### src/rtl/imem_fetch_arbiter.sv
// Round-robin arbiter sharing the combinational instruction_memory read port between fetch (A) and debug (B).
// Optional IMEM_ARB_ALIGN_CHK_EN: misaligned granted reads are not forwarded and return an error response.
module imem_fetch_arbiter #(
  parameter int unsigned ADDR_W = 32,
  parameter int unsigned DATA_W = 32
) (
  input  logic              clk_i,
  input  logic              reset_i,
  input  logic              a_req_i,
  input  logic [ADDR_W-1:0] a_addr_i,
  output logic              a_gnt_o,
  output logic              a_rvalid_o,
  output logic [DATA_W-1:0] a_rdata_o,
  output logic              a_rerr_o,
  input  logic              b_req_i,
  input  logic [ADDR_W-1:0] b_addr_i,
  output logic              b_gnt_o,
  output logic              b_rvalid_o,
  output logic [DATA_W-1:0] b_rdata_o,
  output logic              b_rerr_o,
  output logic [ADDR_W-1:0] iaddr_o,
  output logic              ird_o,
  input  logic [DATA_W-1:0] irdata_i
);

  typedef enum logic {
    LAST_A = 1'b0,
    LAST_B = 1'b1
  } last_e;

  last_e             last_q, last_d;
  logic              a_rvalid_q, a_rvalid_d;
  logic              b_rvalid_q, b_rvalid_d;
  logic [DATA_W-1:0] a_rdata_q, a_rdata_d;
  logic [DATA_W-1:0] b_rdata_q, b_rdata_d;
  logic              a_rerr_q, a_rerr_d;
  logic              b_rerr_q, b_rerr_d;

  logic              a_gnt, b_gnt, any_gnt, misalign;
  logic [ADDR_W-1:0] gnt_addr;
  logic [DATA_W-1:0] cap_data;

  always_comb begin
    a_gnt = 1'b0;
    b_gnt = 1'b0;
    if (reset_i) begin
      if (a_req_i && (!b_req_i || last_q == LAST_B)) begin
        a_gnt = 1'b1;
      end else if (b_req_i) begin
        b_gnt = 1'b1;
      end
    end
  end

  always_comb begin
    any_gnt  = a_gnt | b_gnt;
    gnt_addr = '0;
    if (a_gnt) begin
      gnt_addr = a_addr_i;
    end else if (b_gnt) begin
      gnt_addr = b_addr_i;
    end
`ifdef IMEM_ARB_ALIGN_CHK_EN
    misalign = any_gnt && (gnt_addr[1:0] != 2'b00);
`else
    misalign = 1'b0;
`endif
    ird_o    = any_gnt & ~misalign;
    iaddr_o  = ird_o ? gnt_addr : '0;
    cap_data = misalign ? '0 : irdata_i;
  end

  always_comb begin
    last_d     = last_q;
    a_rvalid_d = a_gnt;
    b_rvalid_d = b_gnt;
    a_rdata_d  = a_rdata_q;
    b_rdata_d  = b_rdata_q;
    a_rerr_d   = a_rerr_q;
    b_rerr_d   = b_rerr_q;
    if (a_gnt) begin
      last_d    = LAST_A;
      a_rdata_d = cap_data;
      a_rerr_d  = misalign;
    end else if (b_gnt) begin
      last_d    = LAST_B;
      b_rdata_d = cap_data;
      b_rerr_d  = misalign;
    end
  end

  always_ff @(posedge clk_i) begin
    if (!reset_i) begin
      last_q     <= LAST_B;
      a_rvalid_q <= 1'b0;
      b_rvalid_q <= 1'b0;
      a_rdata_q  <= '0;
      b_rdata_q  <= '0;
      a_rerr_q   <= 1'b0;
      b_rerr_q   <= 1'b0;
    end else begin
      last_q     <= last_d;
      a_rvalid_q <= a_rvalid_d;
      b_rvalid_q <= b_rvalid_d;
      a_rdata_q  <= a_rdata_d;
      b_rdata_q  <= b_rdata_d;
      a_rerr_q   <= a_rerr_d;
      b_rerr_q   <= b_rerr_d;
    end
  end

  // A response registered just before reset asserts is suppressed during the reset cycle.
  assign a_gnt_o    = a_gnt;
  assign b_gnt_o    = b_gnt;
  assign a_rvalid_o = a_rvalid_q & reset_i;
  assign b_rvalid_o = b_rvalid_q & reset_i;
  assign a_rdata_o  = a_rdata_q;
  assign b_rdata_o  = b_rdata_q;
  assign a_rerr_o   = a_rerr_q;
  assign b_rerr_o   = b_rerr_q;

endmodule

### config.mk
export PLATFORM = sky130hd
export DESIGN_NAME = imem_fetch_arbiter
export DESIGN_NICKNAME = d
export VERILOG_FILES = /design/src/rtl/imem_fetch_arbiter.sv
export SDC_FILE = /design/constraint.sdc
export NUM_CORES = 1
export LEC_CHECK = 0
export ABC_CLOCK_PERIOD_IN_PS = 1100
export CORE_MARGIN = 4
export CORE_UTILIZATION = 34
export CTS_BUF_LIST = sky130_fd_sc_hd__clkbuf_8
export DETAILED_ROUTE_END_ITERATION = 8
export PLACE_DENSITY = 0.89
export SLEW_MARGIN = 20
export SYNTH_ARGS = -nofsm -noshare
export SYNTH_HDL_FRONTEND = slang
export SYNTH_SLANG_ARGS = --single-unit
### constraint.sdc
create_clock -name clk_i -period 1.1 [get_ports clk_i]
set_input_delay 0.22 -clock clk_i [delete_from_list [all_inputs] [get_ports clk_i]]
set_output_delay 0.22 -clock clk_i [all_outputs]
set_load 0.005 [all_outputs]
Word level (Yosys, flattened, before mapping). Index checks and enable logic that the tools add are counted.

Add/sub/neg operators: 0. Divide/modulo/power cells: 0. Multiplexer cells: 10. $lt $le $gt $ge: 0. Reduce and logical (&&, ||, !) cells: 5. Bitwise operators: 4. Shift-type cells: 0. Multipliers: 0. Equal/unequal tests: 0.

Operators by type and width (number): 2-to-1 mux 32 bit (3); 2-to-1 mux 1 bit (7); bitwise AND 1 bit (2); AND reduction 2 bit (1); nonzero test 2 bit (1); logical AND 1 bit (1); zero test 1 bit (1); logical OR 1 bit (1); inverter 1 bit (1); bitwise OR 1 bit (1).

Bits in writable memories: 0. Input bits: 100. Latch bits: 0. ROM bits: 0. Output and inout bits: 103. Word-level logic and storage cells: 24. Memories: 0. Bits in registers: 67.

Depth between registers and ports, before layout. Gate-level depths: netlist of the first run.

Word-level depth: 8. Depth in mapped cells: 5. Gate-level depth less buffers: 3.

Least setup slack after synthesis of the first run. Ideal clock, no wire load.

Kind: register to output. Start point: register last_q. End point: output port iaddr_o[13]. Data arrival time: 0.988 ns. Cell stages (with the launch flop): 6. Path buffers: 2. Required time: 0.880 ns. Setup slack: -0.108 ns. Cell sequence: dfxtp_1 -> a21boi_4 -> buf_6 -> buf_4 -> nand3_1 -> o21ai_1.

Cells in the longest elaborated chain, start to end: 7. Elaborated cells between the ends (all ways): 10. Those cells by class: mux (7); bitwise (1); reduce/logical (2).

RTL lines: start: declaration (line 31) `last_e last_q, last_d;`; start signal: assignment (line 102) `last_q <= last_d;`; logical OR 1 bit * (line 47) `if (a_req_i && (!b_req_i || last_q == LAST_B)) begin`; logical AND 1 bit * (line 47); 2-to-1 mux 1 bit (line 47); 2-to-1 mux 1 bit (line 46) `if (reset_i) begin`; 2-to-1 mux 32 bit (line 60) `end else if (b_gnt) begin`; 2-to-1 mux 32 bit (line 58) `if (a_gnt) begin`; 2-to-1 mux 32 bit * (line 69) `iaddr_o = ird_o ? gnt_addr : '0;`; end: declaration (line 21) `output logic [ADDR_W-1:0] iaddr_o,`.

Mark *: on every way between the ends. The rest lies on a longest branch, timed or not.

Worst setup path after layout of the first run.
Start point: register last_q. End point: output port iaddr_o[29].

Same word-level chain as after synthesis.

==> results.md, run 1 <==
- Status: complete, but fails checks
- Failing checks: negative setup slack
- CP cell instances: a21boi_4, buf_6, buf_8, nand3_2, o21ai_1, buf_2
- Crit path kind: register to primary output
- Fin util: 0.658
- Critical path fanouts, max: 6
- Fraction of layout cells with a size suffix above 1: 0.428
- Antenna cells: 0
- Num CTS Buffers: 9
- P_leak: 2.67 nW
- CP max-delay cell: dfxtp_4
- Endpoints failing setup: 101
- Ys Warns: 0
- Sinks on Clock Net: 67
- Final-report hold violation count: 0
- Comb pwr share: 0.260
- Pwr dens: 1150 nW/um^2
- Crit path DAT: 1500 ps
- Vias in the first global route: 3821
- PortBufs: 200
- Fill cell count: 704
- GR Util All Layers: 0.224
- Hold path start: reset_i
- Post-synthesis sequential area ratio: 0.432
- Drt first-iter violations: 195
- Placed cells: 695
- Total die area: 10700 sq um
- Crit-path leading delay family: buffers and inverters
- Largest net degree at the start of global routing: 50
- Total power: 6.66 mW
- Post-DP HPWL: 7880 microns
- Post-route setup slack: -619 ps
- FF/Latch Area: 1420 sq um
- Chip height: 104 microns
- Worst min path class: input port to register
- Core area: 8810 sq um
- Via count: 3772
- Final hold slack: 351 ps
- Netlist cell types: 16
- Worst Path Required: 880 ps
- Yosys top cell area share: 0.432
- DR pass1 iterations: 5
- DRC Markers: 0
- Reg2reg start: last_q$_SDFFE_PN1P_
- Nets: 737
- Cell Count, Final, Fillers Out: 750
- Cell accounting for the most synthesized area: dfxtp_1
- Synth area leaders: dfxtp_1, nand2_1, mux2i_1, nand3_1, o21ai_0
- Via density: 5.03
- Avg Inst Size Synth: 7.54 sq um
- Cells after synthesis: 412
- Avg WL per Cell: 17.0 microns
- Die X-Extent: 104 microns
- Placed Area: 5200 sq um
- CTS H-tree lvls: 3
- Final WL: 12700 microns
- Io pins: 203
- Sequential power share: 0.404
- Row count: 34
- Footprint of the multi-input gates: 1700 sq um
- Root Buffer: clkbuf_8
- Clock Skews: 9.25 ps
- RSZ-0062 raised after global routing: true
- Starting Density: 0.353
- Cell Area, Synth: 3110 sq um
- Initial antenna violation count: 0
- Final Max Slew Viols: 0
- Placer Congestion: 0.795
- Worst VDD drop: 0.958 mV
- Clock latency on the worst-skew pair: 330 ps
- Tcrit/Tclk final: 1.56
- Cell Int Power: 4.93 mW
- Minimum clock period: 1720 ps
- Final ANT Viol Nets: 0
- Max-Cap Viols: 0
- Buf+Inv Stages, Crit Path: 3
- Final Instance Area: 5790 sq um
- Worst-path clk slew: 70 ps
- Yosys reg bits: 67
- First-pass GRT wire length: 19800 microns
- Hold buffers post-CTS: 0
- Total grt overflow: 0
- Crit path launch: last_q$_SDFFE_PN1P_
- CTS Buffer Depth: 2
- Crit path largest cell delay: 370 ps
- Most frequent cells in the layout: nand2_1, clkdlybuf4s50_1, buf_2
- Switch share: 0.260
- Commonest non-fill, non-tap cell in the layout: nand2_1
- Fmax: 0.582 GHz
- CTS tree: built
- Critical Path End Type: primary output
- Net Switching: 1.73 mW
- Clk network pwr share: 0.337
- Total negative slack: -38890 ps
- Layout area overhead: 86.5%
- Critical Path Start Type: register
- Pre-CTS WS: -1100 ps
==> cell type report <==
type / instances / area share
well taps: 108 / 0.0233
clock buffers: 10 / 0.0238
clock inverters: 6 / 0.0140
inverters: 2 / 0.00130
flip-flops and latches: 67 / 0.246
repair buffers: 254 / 0.399
multi-input cells: 303 / 0.293
==> worst register-to-register path: cells and delay by family (launching register included) <==
| kind | cells | cell delay [ps] |
|---|---|---|
| buffers and inverters | 5 | 690 |
| AOI/OAI and AO/OA | 2 | 320 |
| and+or+nand+nor | 1 | 80 |
| DFF | 1 | 370 |
==> per-layer routing <==
| metal | vias to the layer above | global-route usage | share of wire |
|---|---|---|---|
| met5 | - | 0 | 0 |
| li1 | 1819 | - | - |
| met1 | 1776 | 0.237 | 0.36 |
| met2 | 156 | 0.425 | 0.54 |
| met3 | 21 | 0.0777 | 0.075 |
| met4 | 0 | 0.0532 | 0.018 |
==> power groups by stage <==
stage | clock [mW] | sequential (mW) | combinational [mW]
finish | 2.24 | 2.69 | 1.73
global route | 2.41 | 2.71 | 1.86
CTS | 2.30 | 2.69 | 1.71
detailed placement | 0 | 2.72 | 1.49
global placement | 0 | 2.71 | 1.45
floorplan | 0 | 2.72 | 0.523
==> timing repair <==
item / CTS / global route
hold endpoints to repair: 0 / 0
cloned: 10 / 0
resized for setup: 520 / 66
setup endpoints to repair: 167 / 134
pin swaps: 15 / 8
buffers inserted: 19 / 15
==> synthesized netlist by cell type <==
library cell	number
o21ai_2	1
clkbuf_1	12
nand3_1	64
buf_4	4
mux2i_1	32
o21ai_1	18
o21ai_0	47
a21boi_4	1
dfxtp_1	67
and2_1	4
nor2_1	4
conb_1	1
buf_2	20
inv_1	2
nand2_1	130
buf_6	5
==> registers in the layout, summed over array words and instances, names as in the netlist <==
name and cells:
a_rdata_o 32, a_rvalid_q 1, b_rdata_o 32, b_rvalid_q 1, last_q 1
==> final timing paths <==
kind                           endpoint  slack (ps)  cells after the start
min           a_rdata_o[9]$_SDFFE_PN0P_         350                      4
max                         iaddr_o[29]        -620                      6
max reg2reg  b_rdata_o[26]$_SDFFE_PN0P_        -430                      8
min reg2reg  b_rdata_o[24]$_SDFFE_PN0P_         450                      2
==> cell families (layout without fill, tap and decap cells) <==
| group | count (synthesis) | in the layout | share of synthesized area |
|---|---|---|---|
| AND/OR/NAND/NOR | 202 | 202 | 0.273 |
| AO/OA/AOI/OAI | 67 | 67 | 0.114 |
| flip-flops | 67 | 67 | 0.432 |
| buffers and inverters | 43 | 272 | 0.0770 |
| multiplexers | 32 | 32 | 0.103 |
| other | 1 | 2 | 0.00121 |
Note: power is estimated with default switching activity, not from simulation.
==> run 2: changes to the inputs <==
--- a/config.mk
+++ b/config.mk
@@ -11,6 +11,7 @@
 export CTS_BUF_LIST = sky130_fd_sc_hd__clkbuf_8
 export DETAILED_ROUTE_END_ITERATION = 8
 export PLACE_DENSITY = 0.89
+export RECOVER_POWER = 100
 export SLEW_MARGIN = 20
 export SYNTH_ARGS = -nofsm -noshare
 export SYNTH_HDL_FRONTEND = slang
==> results of run 2 <==
Final layout, timing and power as in run 1 (identical DEF).
==> run 3: changes to the inputs <==
--- a/config.mk
+++ b/config.mk
@@ -6,7 +6,6 @@
 export NUM_CORES = 1
 export LEC_CHECK = 0
 export ABC_CLOCK_PERIOD_IN_PS = 1100
-export CORE_MARGIN = 4
 export CORE_UTILIZATION = 34
 export CTS_BUF_LIST = sky130_fd_sc_hd__clkbuf_8
 export DETAILED_ROUTE_END_ITERATION = 8
==> results.md, run 3 (same netlist as run 1, synthesis figures left out) <==
- Status: complete, but fails checks
- Chip height: 97.6 microns (-5.8%)
- Met1 usage: 0.264 (+0.0270)
- Post-DP HPWL: 7370 microns (-6.4%)
- Die X-Extent: 97.6 microns (-5.8%)
- Drt first-iter violations: 89 (-54%)
- Critical path fanouts, max: 7 (+1)
- Final hold slack: 332 ps (-19.8 ps)
- Endpoints failing setup: 102 (+0.99%)
- Hold buffers post-CTS: 0 (unchanged)
- Root Buffer: clkbuf_8
- P_leak: 2.73 nW (+2.1%)
- Fraction of layout cells with a size suffix above 1: 0.412 (-0.0167)
- Clock latency on the worst-skew pair: 340 ps (about the same)
- Max-Cap Viols: 0 (unchanged)
- Row count: 34 (unchanged)
- Io pins: 203 (unchanged)
- Crit path DAT: 1560 ps (+60 ps)
- Final-report hold violation count: 0 (unchanged)
- Nets: 746 (+1.2%)
- CP cell instances: a21boi_4, buf_6, buf_6, buf_12, nand3_2, o21ai_1, buf_2
- Total die area: 9520 sq um (-11%)
- Worst min path class: input port to register
- Switch share: 0.283 (+0.0224)
- Met3 Usage GRT: 0.0676 (-0.0101)
- Net Switching: 1.95 mW (+12%)
- CTS H-tree lvls: 3 (unchanged)
- Vias in the first global route: 3847 (+0.68%)
- Starting Density: 0.354 (+0.00171)
- Via count: 3837 (+1.7%)
- Most frequent cells in the layout: nand2_1, clkdlybuf4s50_1, buf_2
- Cell Int Power: 4.94 mW (+0.31%)
- Crit path kind: register to primary output
- DR pass1 iterations: 4 (-1)
- DRC Markers: 0 (unchanged)
- Avg WL per Cell: 17.5 microns (+3.1%)
- Total grt overflow: 0 (unchanged)
- Minimum clock period: 1780 ps (+62.1 ps)
- CTS tree: built
- Sinks on Clock Net: 67 (unchanged)
- Critical Path Start Type: register
- CTS Buffer Depth: 2 (unchanged)
- Comb pwr share: 0.276 (+0.016)
- Final ANT Viol Nets: 0 (unchanged)
- Worst Tran Pin Value: 984 ps
- Routing usage on met2: 0.469 (+0.0443)
- Failing checks: negative setup slack
- Largest net degree at the start of global routing: 93 (+86%)
- Max_slew headroom: 0.344
- Placer Congestion: 0.732 (-7.9%)
- GR Util All Layers: 0.251 (+0.0264)
- Clock Skews: 12.7 ps (+3.41 ps)
- Buf+Inv Stages, Crit Path: 4 (+1)
- Sequential power share: 0.386 (-0.018)
- Final Max Slew Viols: 0 (unchanged)
- CP max-delay cell: dfxtp_4
- First-pass GRT wire length: 19000 microns (-4.1%)
- Crit-path leading delay family: buffers and inverters
- Final WL: 13300 microns (+4.4%)
- Total power: 6.89 mW (+3.4%)
- Worst Path Required: 880 ps (about the same)
- Post-route setup slack: -681 ps (-62.1 ps)
- Layout area overhead: 95.2%
- Commonest non-fill, non-tap cell in the layout: nand2_1
- Antenna cells: 0 (unchanged)
- Worst VDD drop: 0.839 mV (-12%)
- PortBufs: 200 (unchanged)
- Worst-path clk slew: 80 ps (about the same)
- Clk network pwr share: 0.338 (about the same)
- Via density: 5.06 (+0.52%)
- Critical Path End Type: primary output
- Pwr dens: 1140 nW/um^2 (-1.1%)
- Crit path largest cell delay: 370 ps (about the same)
- Initial antenna violation count: 0 (unchanged)
- Core area: 8760 sq um (-0.48%)
- Fmax: 0.561 GHz (-3.5%)
- Layer with the highest usage: met2
- Num CTS Buffers: 9 (unchanged)
- Most frequent CP cell: buf_6
- Tcrit/Tclk final: 1.62 (+0.0564)
- RSZ-0062 raised after global routing: true
## run 3: final cells by class
class | instances | area, sq um
clock buffers | 9 | 124
clock inverters | 7 | 98.8
fillers | 705 | 2700
inverters | 2 | 7.51
multi-input cells | 303 | 1950
flip-flops and latches | 67 | 1350
well taps | 108 | 135
repair buffers | 263 | 2400
## run 3: per-stage QoR
| stage | util | setup WS (ps) | cells | cell area, sq um | TNS (ps) |
|---|---|---|---|---|---|
| global placement | 0.597 | -1020 | 701 | 5230 | -72460 |
| detailed placement | 0.597 | -1060 | 701 | 5230 | -77200 |
| CTS | 0.690 | -654 | 753 | 6050 | -38800 |
| finish | 0.692 | -681 | 759 | 6060 | -43550 |
| floorplan | - | -85.3 | 413 | 3120 | -1990 |
| global route | 0.692 | -764 | 759 | 6060 | -48680 |
## run 3: power by group through the flow
stage | combinational, mW | sequential (mW) | clock, mW
after floorplan | 0.523 | 2.72 | 0
after global placement | 1.46 | 2.71 | 0
after detailed placement | 1.49 | 2.72 | 0
after CTS | 1.81 | 2.68 | 2.35
after global routing | 2.02 | 2.68 | 2.49
final | 1.90 | 2.66 | 2.33
## run 3: worst paths after layout
check	start	to	slack (ps)	cells past startpoint
hold reg to reg	b_rdata_o[16]$_SDFFE_PN0P_	b_rdata_o[16]$_SDFFE_PN0P_	450	2
hold / removal	b_req_i	last_q$_SDFFE_PN1P_	330	4
setup reg to reg	last_q$_SDFFE_PN1P_	b_rdata_o[15]$_SDFFE_PN0P_	-430	9
setup / recovery	last_q$_SDFFE_PN1P_	iaddr_o[8]	-680	7
## run 3: worst min-delay path: stages
cell	delay (ps)
clkdlybuf4s15_2	190
buf_4	100
o21ai_0	60
nand2_1	60
## run 3: per-layer routing
layer / vias to the layer above / wire length [microns]
met3: 24 / 846
met4: 0 / 259
met5: - / 0
li1: 1834 / -
met2: 163 / 7080
met1: 1816 / 5120
## run 3: timing repair
action | in CTS | in global routing
gates cloned | 11 | 5
resized for setup | 583 | 78
buffers inserted | 28 | 11
pin swaps | 41 | 12
setup endpoints to repair | 166 | 122
